$ cat src/rtl/pwm_pkg.sv
// Shared constants and types for the PWM block: resolution, duty type and
// the prescaler counter width helper.
package pwm_pkg;

    localparam int PWM_BITS = 8;

    typedef logic [PWM_BITS-1:0] duty_t;

    localparam duty_t CNT_MAX = {PWM_BITS{1'b1}};

    function automatic int presc_w(input int div);
        return (div > 1) ? $clog2(div) : 1;
    endfunction

endpackage

$ cat src/rtl/pwm_if.sv
// Duty request in, PWM waveform out; the driver side is master, the PWM core is slave.
interface pwm_if;
    import pwm_pkg::*;

    duty_t duty_cycle_in;
    logic  pwm_out;

    modport master (output duty_cycle_in, input  pwm_out);
    modport slave  (input  duty_cycle_in, output pwm_out);

endinterface

$ cat src/rtl/pwm_prescaler.sv
// Divides the system clock into a one-cycle step tick every CLK_DIV clocks.
module pwm_prescaler
    import pwm_pkg::*;
#(
    parameter int CLK_DIV = 50
) (
    input  logic clk_in,
    input  logic reset_in,
    input  logic i_en,
    output logic o_tick
);

    localparam int            W    = presc_w(CLK_DIV);
    localparam logic [W-1:0] LAST = W'(CLK_DIV - 1);

    logic [W-1:0] r_presc;
    logic         w_last;

    assign w_last = (r_presc == LAST);
    assign o_tick = i_en && w_last;

    always_ff @(posedge clk_in or posedge reset_in) begin
        if (reset_in) begin
            r_presc <= '0;
        end else if (i_en) begin
            r_presc <= w_last ? '0 : r_presc + W'(1);
        end
    end

endmodule

$ cat src/rtl/pwm.sv
// 8-bit PWM: step counter, per-period duty latch and registered compare output.
module pwm
    import pwm_pkg::*;
#(
    parameter int CLK_DIV = 50
) (
    input  logic clk_in,
    input  logic reset_in,
    pwm_if.slave bus
);

    logic  w_tick;
    logic  w_en;
    logic  w_wrap;
    logic  w_load;
    duty_t w_cnt_nx;
    duty_t w_duty_nx;

    duty_t r_cnt;
    duty_t r_duty;
    logic  r_first;
    logic  r_pwm;

    // Counters hold on the first edge after reset so that edge is step 0 of a
    // full-length period rather than eating one clock of the first pulse.
    assign w_en = ~r_first;

    pwm_prescaler #(
        .CLK_DIV (CLK_DIV)
    ) u_presc (
        .clk_in   (clk_in),
        .reset_in (reset_in),
        .i_en     (w_en),
        .o_tick   (w_tick)
    );

    assign w_wrap = w_tick && (r_cnt == CNT_MAX);
    assign w_load = r_first || w_wrap;

    always_comb begin
        w_cnt_nx  = r_cnt;
        w_duty_nx = r_duty;
        if (w_tick) begin
            w_cnt_nx = r_cnt + duty_t'(1);
        end
        if (w_load) begin
            w_duty_nx = bus.duty_cycle_in;
        end
    end

    // Comparing next-state values keeps pwm_out == (cnt < duty_q) every cycle.
    always_ff @(posedge clk_in or posedge reset_in) begin
        if (reset_in) begin
            r_cnt   <= '0;
            r_duty  <= '0;
            r_first <= 1'b1;
            r_pwm   <= 1'b0;
        end else begin
            r_cnt   <= w_cnt_nx;
            r_duty  <= w_duty_nx;
            r_first <= 1'b0;
            r_pwm   <= (w_cnt_nx < w_duty_nx);
        end
    end

    assign bus.pwm_out = r_pwm;

endmodule

$ cat src/flat_wrapper.sv
// flat-port wrapper written by rule: the top's interface ports become plain ports
module pwm_flat import pwm_pkg::*;
#(
    parameter int CLK_DIV = 50
)
  (clk_in, reset_in, bus_duty_cycle_in, bus_pwm_out);
  pwm_if bus_i ();
  input  logic clk_in;
  input  logic reset_in;
  input wire logic [$bits(bus_i.duty_cycle_in)-1:0] bus_duty_cycle_in;
  output wire logic [$bits(bus_i.pwm_out)-1:0] bus_pwm_out;
  assign bus_i.duty_cycle_in = bus_duty_cycle_in;
  assign bus_pwm_out = bus_i.pwm_out;
  pwm #(.CLK_DIV(CLK_DIV)) u_core (.clk_in(clk_in), .reset_in(reset_in), .bus(bus_i));
endmodule
$ cat config.mk
export PLATFORM = sky130hd
export DESIGN_NAME = pwm_flat
export DESIGN_NICKNAME = d
export VERILOG_FILES = /design/src/rtl/pwm_pkg.sv /design/src/rtl/pwm_if.sv /design/src/rtl/pwm_prescaler.sv /design/src/rtl/pwm.sv /design/src/flat_wrapper.sv
export SDC_FILE = /design/constraint.sdc
export NUM_CORES = 1
export LEC_CHECK = 0
export ABC_AREA = 1
export ABC_CLOCK_PERIOD_IN_PS = 2200
export CAP_MARGIN = 5
export CORE_MARGIN = 8
export CORE_UTILIZATION = 40
export CTS_BUF_LIST = sky130_fd_sc_hd__clkbuf_8
export CTS_CLUSTER_DIAMETER = 60
export DETAILED_ROUTE_END_ITERATION = 10
export PLACE_DENSITY = 0.66
export SYNTH_ARGS = -nofsm -noshare
export SYNTH_HDL_FRONTEND = slang
export SYNTH_SLANG_ARGS = --single-unit
$ cat constraint.sdc
create_clock -name clk_in -period 2.2 [get_ports clk_in]
set_input_delay 0.33 -clock clk_in [delete_from_list [all_inputs] [get_ports clk_in]]
set_output_delay 0.33 -clock clk_in [all_outputs]
set_load 0.05 [all_outputs]
==> parameters.txt <==
Parameter                              Value

Setup path
  Capture instance of the worst register-to-register path ... u_core.bus.pwm_out
  Element type at the critical path start ... flip-flop
  Maximum fanout encountered on the critical timing path ... 12
  Worst path max stage delay ... 0.41 ns
  Top cell family by delay on the critical path ... adder cells
  Critical Path, Cell by Cell ... ha_1 -> nand2_1 -> nor2_1 -> nand3_4 -> nand2_8 -> buf_4 -> o21ai_2 -> inv_2 -> ha_1 -> a21oi_1 -> nand2_1 -> a21oi_2
  Endpoint class of the critical path ... flip-flop
  Required time of the worst setup path ... 2.41 ns
  Slowest CP cell ... sky130_fd_sc_hd__dfrtp_1
  R2R cell count ... 12
  Type of the worst setup path ... flip-flop to flip-flop
  CP arrival ... about 2.3 ns
  Buffering stage count on the worst path with inverters included ... 2
  Worst-case register-to-register setup slack ... around 0.15 ns
  Critical R2R Launch ... u_core.r_cnt[0]

Global routing
  Wire length of the first global-routing pass ... approximately 4.7 mm
  Maximum number of pins on one net before global-route repair ... 25
  GRT Util Overall ... between 10% and 20%
  Vias in the first global route ... 1,087
  Initial antenna violation count ... 0
  Sum of overflow across all layers after global routing ... 0

STA
  Max Clk Rate ... around 490 MHz
  Max_slew headroom ... approximately 62%
  Total count of max-transition violations in the final report ... 0
  Setup skew after layout ... between 0.005 and 0.006 ns
  Final setup violation count ... 0
  Count of endpoints failing hold in the final timing report ... 0
  Worst Slack Setup Final ... 0.146 ns
  Post-Route Setup TNS ... 0 ns
  Hold_ws ... 0.391 ns
  Transition at the pin with the smallest max-transition slack ... approximately 0.57 ns
  Fraction of the cycle the final worst path needs ... 93.4%
  Final min period ... 2.05 ns

Clock network
  CTS Hold Buffers Added ... 0
  Maximum root-to-sink buffer count ... 2
  Clock slew seen by the registers of the worst setup and hold paths ... around 0.09 ns
  Maximum level of the CTS H-tree ... 1
  Insertion delay of the later-clocked pin in the worst-skew pair ... 0.27 ns
  CTS tree ... built
  CTS root buf ... sky130_fd_sc_hd__clkbuf_8
  Sink count of the clock tree ... 24
  Number of buffers created by CTS ... 3

Synth
  Simple-Gate Fraction of Synth Area ... 21.4%
  Top area cells in the synthesized netlist ... sky130_fd_sc_hd__dfrtp_1, sky130_fd_sc_hd__ha_1, sky130_fd_sc_hd__nand2_1, sky130_fd_sc_hd__inv_1, sky130_fd_sc_hd__o21ai_2
  Multiplexer area fraction after synthesis ... 0%
  Cell taking the most area after synthesis ... sky130_fd_sc_hd__dfrtp_1
  Number of instances in the synthesized netlist ... 148
  Sequential element share of the synthesized area ... 44.9%
  Post-synthesis sequential element count ... 24
  Post-synthesis adder-cell area fraction ... a little under a tenth
  Unique masters post-synth ... 27
  Post-synthesis cell area ... between 1000 and 1500 um2
  Compound-Gate Fraction of Synth Area ... under 10%
  Parity-gate share of the synthesized area counting xor and xnor cells ... under 10%
  Combinational family with the most area after synthesis ... simple AND/OR/NAND/NOR gates
  Syn avg cell area ... between 9 and 10 um2
  Area share of the largest cell type after synthesis ... 42.9%
  Number of synthesis warnings ... 0
  Net count after synthesis ... 168

Detailed routing
  Number of DRC violations after detailed routing ... 0
  Antenna-violating nets left ... 0
  DRT iter0 DRCs ... 13
  Routed wire length ... 2.58 mm
  Via count ... 1,000
  Routed wire length per instance ... 11.7 um
  First-pass detailed-route iteration total ... 4
  Detail-routed via count per cell ... between 4 and 5

Finish
  Synth-to-layout area growth ... 30.5%
  Share of post-route cells with drive strength above 1 ... 32.6%
  Net total in the final layout ... 196
  Commonest cells after routing, fill and taps aside ... sky130_fd_sc_hd__nand2_1, sky130_fd_sc_hd__dfrtp_1, sky130_fd_sc_hd__inv_1
  Most frequent standard cell in the layout excluding fill and tap cells ... sky130_fd_sc_hd__nand2_1
  Antenna diodes ... 0

Placement
  Port Buffer Count ... 10
  Worst slack, placed ... -0.0456 ns
  Post-detailed-placement half-perimeter wirelength ... 1.69 mm
  Final GP Congestion ... 0.832

Floorplanning
  Area of the die ... 5460 um2
  Initial core utilization ... 40.8%
  I/O pins ... 11
  Chip height ... ~74 um
  Area of the core region ... between 3000 and 4000 um2
  Floorplan die width ... 73.9 um
  Number of cell rows ... 21

Pwr
  Peak supply drop ... 321 uV
  Pwr Density ... 698 nW/um2
  Power Total ... between 1 and 1.5 mW
  Static power due to leakage ... 0.873 nW

Run status
  Result of the run ... finished, final reports clean

Run
  Maxcap violations ... 0

Min path
  Class of the most critical hold timing path ... input pin to async pin
[layout make-up]
class,instances,area (um2)
Inverter,32,128
Timing Repair Buffer,24,205
Clock inverter,1,30.0
Tap cell,46,57.6
Clock buffer,3,41.3
Sequential cell,24,603
Fill cell,297,1530
Multi-Input combinational cell,91,686
[power by group]
part	total, mW	internal (mW)	switching (mW)
Clock	0.390	0.243	0.147
Sequential	0.556	0.502	0.0542
Combinational	0.277	0.129	0.148
[state kept, by name, indices dropped and copies added, names as in the netlist]
register	cells
u_core.u_presc.r_presc	6
u_core.r_cnt	8
u_core.r_duty	8
u_core.r_first	1
u_core.bus.pwm_out	1
[stage by stage]
stage | instance area (um2) | utilization [%] | cells
floorplan | 1340 | - | 148
global placement | 1500 | 45.5 | 204
detailed placement | 1500 | 45.5 | 204
CTS | 1670 | 50.9 | 218
global route | 1750 | 53.3 | 221
finish | 1750 | 53.3 | 221
[per-layer routing]
layer / routed length (um) / up-vias / GRT usage [%]
met2: 1410 / 10 / 20.9
li1: - / 507 / -
met3: 78 / 5 / 3.14
met1: 1060 / 478 / 11.9
met4: 27 / 0 / 3.77
met5: 0 / - / 0
[kinds of logic (layout without fill, tap and decap cells)]
logic type                 count (synthesis)  in the layout
and+or+nand+nor                           55             55
AOI/OAI and AO/OA                         16             16
buffers and inverters                     33             60
DFF                                       24             24
xor gates and xnor gates                   9              9
adders and majority gates                 10             10
other                                      1              1
[synth_stat cells (all sizes together)]
cell    count
buf         1
conb        1
nor4        1
o21ai      10
o31ai       1
nand2      35
xnor2       2
dfrtp      23
clkinv      1
ha         10
nand3       6
a21oi       5
nor2        9
and2        1
inv        31
nand4       3
dfstp       1
xor2        7
[worst reg2reg max path, delay by kind of cell, from the launching register on]
kind / cells / cell delay (ns)
buf+inv: 2 / 0.20
compound gates: 3 / 0.40
fa+ha+maj: 2 / 0.51
flops: 1 / 0.41
simple gates: 5 / 0.45
[how the worst max path moves through the flow]
stage,from,to,slack (ns),depth (start not counted)
after global routing,u_core.u_presc.r_presc[1],u_core.bus.pwm_out,-0.03,13
after global placement,u_core.u_presc.r_presc[1],u_core.bus.pwm_out,0.12,13
after detailed placement,u_core.u_presc.r_presc[1],u_core.bus.pwm_out,-0.05,13
after CTS,u_core.u_presc.r_presc[1],u_core.bus.pwm_out,0.01,13
after floorplan,u_core.u_presc.r_presc[1],u_core.bus.pwm_out,0.19,14
final,u_core.r_cnt[0],u_core.bus.pwm_out,0.15,12
[timing repair]
item                                    CTS  global route
pin swaps                                 5             3
endpoints found under the setup margin    1             1
buffers inserted                         10             3
gates resized for setup                   6            10
cloned                                    0             0
hold endpoints to repair                  0             0
Power figures use the tool's default switching activity.
